===== src/rtl/jogada_input_tx_if.sv =====
// rtl/jogada_input_tx_if.sv - button input and debounced move-code bundle for jogada_input_tx
interface jogada_input_tx_if;
    logic [3:0] botoes;
    logic [3:0] jogada;
    logic       jogada_valida;
    logic       ocupado;
    logic       acorde;

    modport master (
        output botoes,
        input  jogada,
        input  jogada_valida,
        input  ocupado,
        input  acorde
    );

    modport slave (
        input  botoes,
        output jogada,
        output jogada_valida,
        output ocupado,
        output acorde
    );
endinterface


===== src/rtl/jogada_input_tx.sv =====
// rtl/jogada_input_tx.sv - synchronise, debounce and chord-filter 4 buttons into a one-hot move code
// Optional auto-repeat while held: define JOGADA_AUTO_REPEAT_EN.
module jogada_input_tx #(
    parameter int DEBOUNCE_CYCLES = 16,
    parameter int REPEAT_CYCLES   = 5000000
) (
    input  logic              clock,
    input  logic              reset,
    jogada_input_tx_if.slave  bus
);

    localparam logic [2:0] OCIOSO      = 3'd0;
    localparam logic [2:0] FILTRANDO   = 3'd1;
    localparam logic [2:0] PRESSIONADO = 3'd2;
    localparam logic [2:0] REJEITADO   = 3'd3;
    localparam logic [2:0] SOLTANDO    = 3'd4;

    localparam logic [15:0] CNT_MAX  = 16'(DEBOUNCE_CYCLES);
    localparam logic [15:0] CNT_LAST = 16'(DEBOUNCE_CYCLES - 1);

    if (DEBOUNCE_CYCLES < 2 || DEBOUNCE_CYCLES > 65535 || REPEAT_CYCLES < 1) begin : g_param_check
        $error("jogada_input_tx: parameter out of range");
    end

    logic [3:0]  sync1_q, s_q;
    logic [15:0] cnt_q, cnt_d;
    logic [2:0]  state_q, state_d;
    logic [3:0]  jogada_q, jogada_d;
    logic        valida_q, valida_d;
    logic        acorde_q, acorde_d;
    logic        same, stable;
    logic [3:0]  code;

`ifdef JOGADA_AUTO_REPEAT_EN
    localparam logic [31:0] REP_LAST = 32'(REPEAT_CYCLES - 1);
    logic [31:0] rep_q, rep_d;
    logic        gap_q, gap_d;
    logic [3:0]  code_q, code_d;
    assign code = code_q;
`else
    assign code = jogada_q;
`endif

    // "same" looks one edge ahead: s_q will keep its value on this edge.
    assign same   = (sync1_q == s_q);
    assign stable = same && (cnt_q == CNT_LAST);
    assign cnt_d  = !same ? 16'd0 : (cnt_q == CNT_MAX) ? cnt_q : cnt_q + 16'd1;

    always_comb begin
        state_d  = state_q;
        jogada_d = jogada_q;
        valida_d = 1'b0;
        acorde_d = acorde_q;
`ifdef JOGADA_AUTO_REPEAT_EN
        rep_d    = '0;
        gap_d    = 1'b0;
        code_d   = code_q;
`endif
        case (state_q)
            OCIOSO: begin
                if (s_q != 4'd0) state_d = FILTRANDO;
            end
            FILTRANDO: begin
                if (s_q == 4'd0) begin
                    state_d = OCIOSO;
                end else if (stable) begin
                    if ($onehot(s_q)) begin
                        state_d  = PRESSIONADO;
                        jogada_d = s_q;
                        valida_d = 1'b1;
`ifdef JOGADA_AUTO_REPEAT_EN
                        code_d   = s_q;
`endif
                    end else begin
                        state_d  = REJEITADO;
                        acorde_d = 1'b1;
                    end
                end
            end
            PRESSIONADO: begin
                // A stable release consumes the only stable event, so go straight to idle.
                if (stable && s_q != code) begin
                    jogada_d = 4'd0;
                    state_d  = (s_q == 4'd0) ? OCIOSO : SOLTANDO;
                end
`ifdef JOGADA_AUTO_REPEAT_EN
                else if (gap_q) begin
                    jogada_d = code_q;
                    valida_d = 1'b1;
                end else if (rep_q == REP_LAST) begin
                    jogada_d = 4'd0;
                    gap_d    = 1'b1;
                end else begin
                    rep_d = rep_q + 32'd1;
                end
`endif
            end
            REJEITADO: begin
                if (stable && s_q == 4'd0) begin
                    state_d  = OCIOSO;
                    acorde_d = 1'b0;
                end
            end
            SOLTANDO: begin
                if (stable && s_q == 4'd0) state_d = OCIOSO;
            end
            default: begin
                state_d  = OCIOSO;
                jogada_d = 4'd0;
                acorde_d = 1'b0;
            end
        endcase
    end

    always_ff @(posedge clock or posedge reset) begin
        if (reset) begin
            sync1_q  <= 4'd0;
            s_q      <= 4'd0;
            cnt_q    <= 16'd0;
            state_q  <= OCIOSO;
            jogada_q <= 4'd0;
            valida_q <= 1'b0;
            acorde_q <= 1'b0;
`ifdef JOGADA_AUTO_REPEAT_EN
            rep_q    <= '0;
            gap_q    <= 1'b0;
            code_q   <= 4'd0;
`endif
        end else begin
            sync1_q  <= bus.botoes;
            s_q      <= sync1_q;
            cnt_q    <= cnt_d;
            state_q  <= state_d;
            jogada_q <= jogada_d;
            valida_q <= valida_d;
            acorde_q <= acorde_d;
`ifdef JOGADA_AUTO_REPEAT_EN
            rep_q    <= rep_d;
            gap_q    <= gap_d;
            code_q   <= code_d;
`endif
        end
    end

    assign bus.jogada        = jogada_q;
    assign bus.jogada_valida = valida_q;
    assign bus.ocupado       = (state_q != OCIOSO);
    assign bus.acorde        = acorde_q;

endmodule


===== src/flat_wrapper.sv =====
// flat-port wrapper written by rule: the top's interface ports become plain ports
module jogada_input_tx_flat 
#(
    parameter int DEBOUNCE_CYCLES = 16,
    parameter int REPEAT_CYCLES   = 5000000
)
  (clock, reset, bus_botoes, bus_jogada, bus_jogada_valida, bus_ocupado, bus_acorde);
  jogada_input_tx_if bus_i ();
  input  logic clock;
  input  logic reset;
  input wire logic [$bits(bus_i.botoes)-1:0] bus_botoes;
  output wire logic [$bits(bus_i.jogada)-1:0] bus_jogada;
  output wire logic [$bits(bus_i.jogada_valida)-1:0] bus_jogada_valida;
  output wire logic [$bits(bus_i.ocupado)-1:0] bus_ocupado;
  output wire logic [$bits(bus_i.acorde)-1:0] bus_acorde;
  assign bus_i.botoes = bus_botoes;
  assign bus_jogada = bus_i.jogada;
  assign bus_jogada_valida = bus_i.jogada_valida;
  assign bus_ocupado = bus_i.ocupado;
  assign bus_acorde = bus_i.acorde;
  jogada_input_tx #(.DEBOUNCE_CYCLES(DEBOUNCE_CYCLES), .REPEAT_CYCLES(REPEAT_CYCLES)) u_core (.clock(clock), .reset(reset), .bus(bus_i));
endmodule

===== config.mk =====
export PLATFORM = sky130hd
export DESIGN_NAME = jogada_input_tx_flat
export DESIGN_NICKNAME = d
export VERILOG_FILES = /design/src/rtl/jogada_input_tx_if.sv /design/src/rtl/jogada_input_tx.sv /design/src/flat_wrapper.sv
export SDC_FILE = /design/constraint.sdc
export NUM_CORES = 1
export LEC_CHECK = 0
export BUFFER_PORTS_ARGS = -buffer_cell sky130_fd_sc_hd__buf_4
export CORE_MARGIN = 10
export CORE_UTILIZATION = 51
export CTS_CLUSTER_SIZE = 24
export DETAILED_ROUTE_END_ITERATION = 7
export PLACE_DENSITY = 0.76
export SYNTH_ARGS = -nofsm -noshare
export SYNTH_HDL_FRONTEND = slang
export SYNTH_SLANG_ARGS = --single-unit

===== constraint.sdc =====
create_clock -name clock -period 2.73 [get_ports clock]
set_clock_uncertainty 0.05 [all_clocks]
set_input_delay 0.546 -clock clock [delete_from_list [all_inputs] [get_ports clock]]
set_output_delay 0.546 -clock clock [all_outputs]
set_load 0.02 [all_outputs]

=== Word-level counts from Yosys, hierarchy flattened ===
Index checks and enable logic that the tools add are counted.

* Bits in registers: 33
* Bits of input ports: 6
* Output and inout bits: 7
* Word-level logic and storage cells: 69

* Add/sub/neg operators: 4
* Equal/unequal tests: 19
* Muxes and demuxes: 24
* Bitwise operators: 2
* Reduce and logical (&&, ||, !) cells: 13

{| class="wikitable"
|+ Operators with widths
! cell !! count
|-
| 16-bit 2-to-1 mux || 2
|-
| 3-bit 2-to-1 mux || 6
|-
| 16-bit by 1-bit adder with 16-bit output, second input constant || 1
|-
| 16-bit by 4-bit == test with 1-bit output, second input constant || 1
|-
| 16-bit by 5-bit == test with 1-bit output, second input constant || 1
|-
| 4-bit 2-to-1 mux || 4
|-
| 2-bit by 1-bit inequality test with 1-bit output, second input constant || 6
|-
| 3-bit one-hot mux with 4 select lines || 1
|-
| 4-bit one-hot mux with 3 select lines || 1
|-
| 5-bit AND reduction || 2
|-
| 1-bit 2-to-1 mux || 9
|-
| 3-bit by 1-bit == test with 1-bit output, second input constant || 2
|-
| 3-bit by 2-bit == test with 1-bit output, second input constant || 2
|-
| 2-bit inequality test, second input constant || 3
|-
| 3-bit OR reduction || 2
|-
| 1-bit by 1-bit adder with 2-bit output || 2
|-
| 4-bit == test || 1
|-
| 4-bit logical NOT || 1
|-
| 4-bit inequality test || 1
|-
| 4-bit AND reduction || 1
|-
| 4-bit nonzero test || 1
|-
| 3-bit adder || 1
|-
| 3-bit == test, second input constant || 1
|-
| 1-bit logical AND || 3
|-
| 6 further kinds || 7
|}

=== Longest topological paths before layout ===
* Depth after elaboration: 7
* Depth in mapped cells: 9

=== Worst setup path after synthesis ===
No wires, ideal clock.

* Kind: register -> register
* Start: register u_core.s_q[0]
* End: register u_core.jogada_q[0], in the netlist u_core.bus.jogada[0]
* Data arrival time: 2704 ps
* Required time: 2559 ps
* Path slack: -145 ps
* Cell stages (with the launch flop): 10
* Buffers on the path: 0
* Clock period less this slack: 2875 ps
* Path through: dfrtp_1 -> inv_1 -> ha_1 -> ha_1 -> fa_1 -> or3b_1 -> or3_1 -> a31oi_1 -> o211ai_1 -> a22o_1

* Word-level cells in the longest chain between the ends: 5
* Elaborated cells on any way between the ends: 17
* Those cells by class: add/sub: 2; eq/ne: 7; mux: 4; reduce/logical: 4

{| class="wikitable"
|+ Ends and longest elaborated chain
! element !! line !! RTL
|-
| start, declared || jogada_input_tx.sv:25 || <nowiki>logic [3:0] sync1_q, s_q;</nowiki>
|-
| start signal, assigned || jogada_input_tx.sv:131 || <nowiki>s_q <= sync1_q;</nowiki>
|-
| 1-bit by 1-bit adder with 2-bit output (not written as such) or 4-bit == test (tied branches) || jogada_input_tx.sv:67, jogada_input_tx.sv:45 ||
|-
| 3-bit adder (not written as such) or 1-bit logical AND (tied branches) || jogada_input_tx.sv:67, jogada_input_tx.sv:46 ||
|-
| 3-bit by 1-bit == test with 1-bit output or 1-bit logical AND (tied branches) || jogada_input_tx.sv:67, jogada_input_tx.sv:82 ||
|-
| 2-bit by 1-bit inequality test with 1-bit output (no source line) || - ||
|-
| 5-bit AND reduction (no source line) || - ||
|-
| end signal, assigned || jogada_input_tx.sv:134 || <nowiki>jogada_q <= jogada_d;</nowiki>
|-
| end, declared || jogada_input_tx.sv:28 || <nowiki>logic [3:0] jogada_q, jogada_d;</nowiki>
|}

Parallel ways exist; a longest one is shown, timed or not. The select of a mux whose other input is x is not followed.
A chain may end at the register's enable or synchronous reset.

=== Worst setup path after layout ===
* Start: register u_core.s_q[2]
* End: register u_core.jogada_q[1], in the netlist u_core.bus.jogada[1]

* Word-level cells in the longest chain between the ends: 5
* Elaborated cells on any way between the ends: 13
* Those cells by class: add/sub: 2; eq/ne: 7; reduce/logical: 4

{| class="wikitable"
|+ Ends and longest elaborated chain
! element !! line
|-
| 1-bit by 1-bit adder with 2-bit output (not written as such) or 4-bit == test (tied branches) || jogada_input_tx.sv:67, jogada_input_tx.sv:45
|-
| 3-bit adder (not written as such) or 1-bit logical AND (tied branches) || jogada_input_tx.sv:67, jogada_input_tx.sv:46
|-
| 3-bit by 1-bit == test with 1-bit output or 1-bit logical AND (tied branches) || jogada_input_tx.sv:67, jogada_input_tx.sv:82
|-
| 2-bit by 1-bit inequality test with 1-bit output (no source line) || -
|-
| 5-bit AND reduction (no source line) (*) || -
|}

Mark *: on every way between the ends. The rest lies on a longest branch, timed or not.

==> impl_metrics.yaml <==
routing:
  num_vias: 1291
  ant_nets: 0
  drc: 0
  drt-total-wl_mm: 3.36
  dr.pass1.iters: 4
  vias_per_cell: 5.54
  drt_iter0_markers: 121
  wl_per_cell_um: 14.4
pwr:
  p_int_mw: 0.660
  p_sw_mw: 0.202
  ir_drop_uv: 367
  seqPwrFrac_pct: 58.2
  power.leakage_nw: 0.833
  combPwrFrac_pct: 10.0
  switching_share_pct: 23.4
  p_per_area_nw_per_um2: 441
  pwr-share-clk_pct: 31.9
layout:
  layout.nets: 203
  final_cell_mix: "dfrtp_1 (33), buf_4 (20), nor2_1 (16)"
  nFillCells: 266
  final_common_cell: "dfrtp_1"
  stdcell_area_sq_um: 1950
  synthToLayoutAreaGrowth_pct: 15.9
  utilization_pct: 63.0
  drive_above_1_share_pct: 19.6
  diodes: 0
critical_path:
  crit_type: "flop to flop"
  endpoint_kind: "flop"
  critPathMaxStageDelay_ns: 0.42
  critPathArrivalTime_ns: 2.97
  path_cells: "inv_1, ha_1, ha_2, fa_1, or3b_4, or3_4, a31oi_1, o211ai_1, a22o_1"
  slowest_stage: "fa_1"
  cp-start-kind: "flop"
  crit_required_ns: 2.91
  cp_max_fo: 4
logic_synthesis:
  ys_seq_area_share_pct: 49.0
  synth_cell_types: 34
  syn_nets: 180
  synth_area_sq_um: 1690
  syn-mean-instance-area_sq_um: 10.2
  yosys_register_bits: 33
  yosysWarnings: 0
  syn_inst: 166
floorplanning:
  die_w_um: 77.5
  placement_rows: 20
  coreArea_sq_um: 3100
  ios: 13
  die_area_sq_um: 6010
  dieHeight_um: 77.5
  start_util_pct: 54.4
clock_tree:
  clkSinkCount: 33
  clkLatencyLatePin_ns: 0.33
  cts_buffers: 5
  htreeDepth: 2
  clk_pin_slew_ns: 0.10
  clock-root-buffer: "clkbuf_4"
  cts_tree: "yes"
  clockBufferDepth: 2
place:
  portBuffers: 12
  place_hpwl_mm: 2.44
  place_congestion: 0.841
  dpl_cell_area_sq_um: 1880
global_routing:
  grt_start_max_net_pins: 34
  grt_pass1_vias: 1371
  grt_pass1_wl_mm: 5.95
  grt_overflow_total: 0
  track_usage_pct: 12.0
  grt_antenna_before_repair: 0
timing:
  slew_viol_final: 0
  slew-limit-headroom_pct: 58.1
  grt_setup_unrepaired: "yes"
  whs_ns: 0.238
  setup_viol: 4
  fin_crit_sh_pct: 102
  clock.fmax_mhz: 359
  layout_min_cycle_time_ns: 2.79
  finalHoldViolations: 0
  worst_slack_ns: -0.0573
  worstMarginPinSlew_ns: 0.623
worst_hold_path:
  hold_path_class: "input pin to async pin"
run_status:
  violations: "negative setup slack"
  outcome: "finished with violations"
job:
  drv_cap: 0
-- routing by layer --
layer,GRT usage [%],share of wire (%)
met3,4.26,4.2
met5,0,0
met1,13.8,45
met4,6.39,2.2
met2,19.1,48
-- power by group through the flow --
stage	combinational (mW)	clock (mW)	sequential, mW
floorplan	0.0488	0	0.512
global placement	0.0759	0	0.510
detailed placement	0.0797	0	0.511
CTS	0.0806	0.283	0.501
global route	0.0959	0.309	0.503
finish	0.0860	0.274	0.501
-- area by class of cell --
type                    count  area [sq um]  area share, %
flip-flops and latches     33           826           42.3
multi-input cells         117           823           42.1
repair buffers             20           150           7.68
clock buffers               7          55.1           2.82
well taps                  44          55.1           2.82
inverters                  12          45.0           2.30
-- Yosys cell counts --
cell	number	area, sq um
a211o_1	1	8.76
nand3_1	2	10.0
a21oi_1	10	50.1
xnor2_1	15	131
or3_4	1	11.3
nor3_1	4	20.0
and4_1	1	8.76
nor2b_1	1	6.26
nand2b_1	3	18.8
o211a_1	1	10.0
nor2_1	16	60.1
ha_1	7	87.6
o21ai_0	6	30.0
nor4_2	2	25.0
a31oi_1	1	6.26
nor3_2	1	10.0
and2_1	3	18.8
o31a_1	1	8.76
a22o_1	4	35.0
inv_1	12	45.0
o211ai_1	1	7.51
nor4_1	4	25.0
nand4_1	6	37.5
clkbuf_1	4	15.0
or3b_1	1	8.76
or3_1	6	37.5
fa_1	1	20.0
xor2_1	3	26.3
dfrtp_1	33	826
nand2_1	9	33.8
or3b_2	1	8.76
mux2i_1	1	10.0
and3_1	3	18.8
nand3_2	1	10.0
-- logic make-up (layout without fill, tap and decap cells) --
logic type | after synthesis | in the layout | synth area share (%)
AO/OA/AOI/OAI | 25 | 25 | 9.27
XOR/XNOR | 18 | 18 | 9.35
adder cells (fa/ha/maj) | 8 | 8 | 6.38
buffers and inverters | 16 | 39 | 3.56
flip-flops | 33 | 33 | 49.0
multiplexers | 1 | 1 | 0.593
AND/OR/NAND/NOR | 65 | 65 | 21.9
-- repair_timing --
| action | in CTS | in global routing |
|---|---|---|
| cloned | 0 | 0 |
| pin swaps | 1 | 2 |
| hold buffers | 0 | 0 |
| setup endpoints to repair | 4 | 4 |
| buffers inserted | 0 | 1 |
| resized for setup | 0 | 2 |
-- per-stage QoR --
| step | power, mW | setup TNS (ns) | instances | setup WS, ns |
|---|---|---|---|---|
| 2_1_floorplan | 0.561 | -0.139 | 166 | -0.0347 |
| 3_3_place_gp | 0.586 | 0 | 225 | 0.0424 |
| 3_5_place_dp | 0.591 | -0.128 | 225 | -0.0350 |
| 4_1_cts | 0.865 | -0.170 | 232 | -0.0457 |
| 5_1_grt | 0.908 | -0.600 | 233 | -0.162 |
| 6_report | 0.862 | -0.180 | 233 | -0.0573 |
-- registers in the layout, summed over array words and instances, names as in the netlist --
name,cells
u_core.cnt_q,16
u_core.bus.acorde,1
u_core.bus.jogada,4
u_core.bus.jogada_valida,1
u_core.sync1_q,4
u_core.state_q,3
u_core.s_q,4
-- worst max-delay path: cells and delay by family, from the launching register on --
family	cells	cell delay, ns
adder cells (fa/ha/maj)	3	0.88
AND/OR/NAND/NOR	2	0.73
AO/OA/AOI/OAI	3	0.61
flip-flops	1	0.36
buffers and inverters	1	0.05
-- worst paths after layout --
path	depth (start not counted)	slack, ns	end	startpoint
worst min-delay path	3	0.24	u_core.s_q[1]	reset
min in group clock	1	0.27	u_core.sync1_q[1]	bus_botoes[1]
worst min register to register	0	0.35	u_core.s_q[1]	u_core.sync1_q[1]
worst max register to register	9	-0.06	u_core.bus.jogada[1]	u_core.s_q[2]
worst max-delay path	9	-0.06	u_core.bus.jogada[1]	u_core.s_q[2]
max in group asynchronous	3	2.10	u_core.cnt_q[10]	reset
Power figures use the tool's default switching activity.
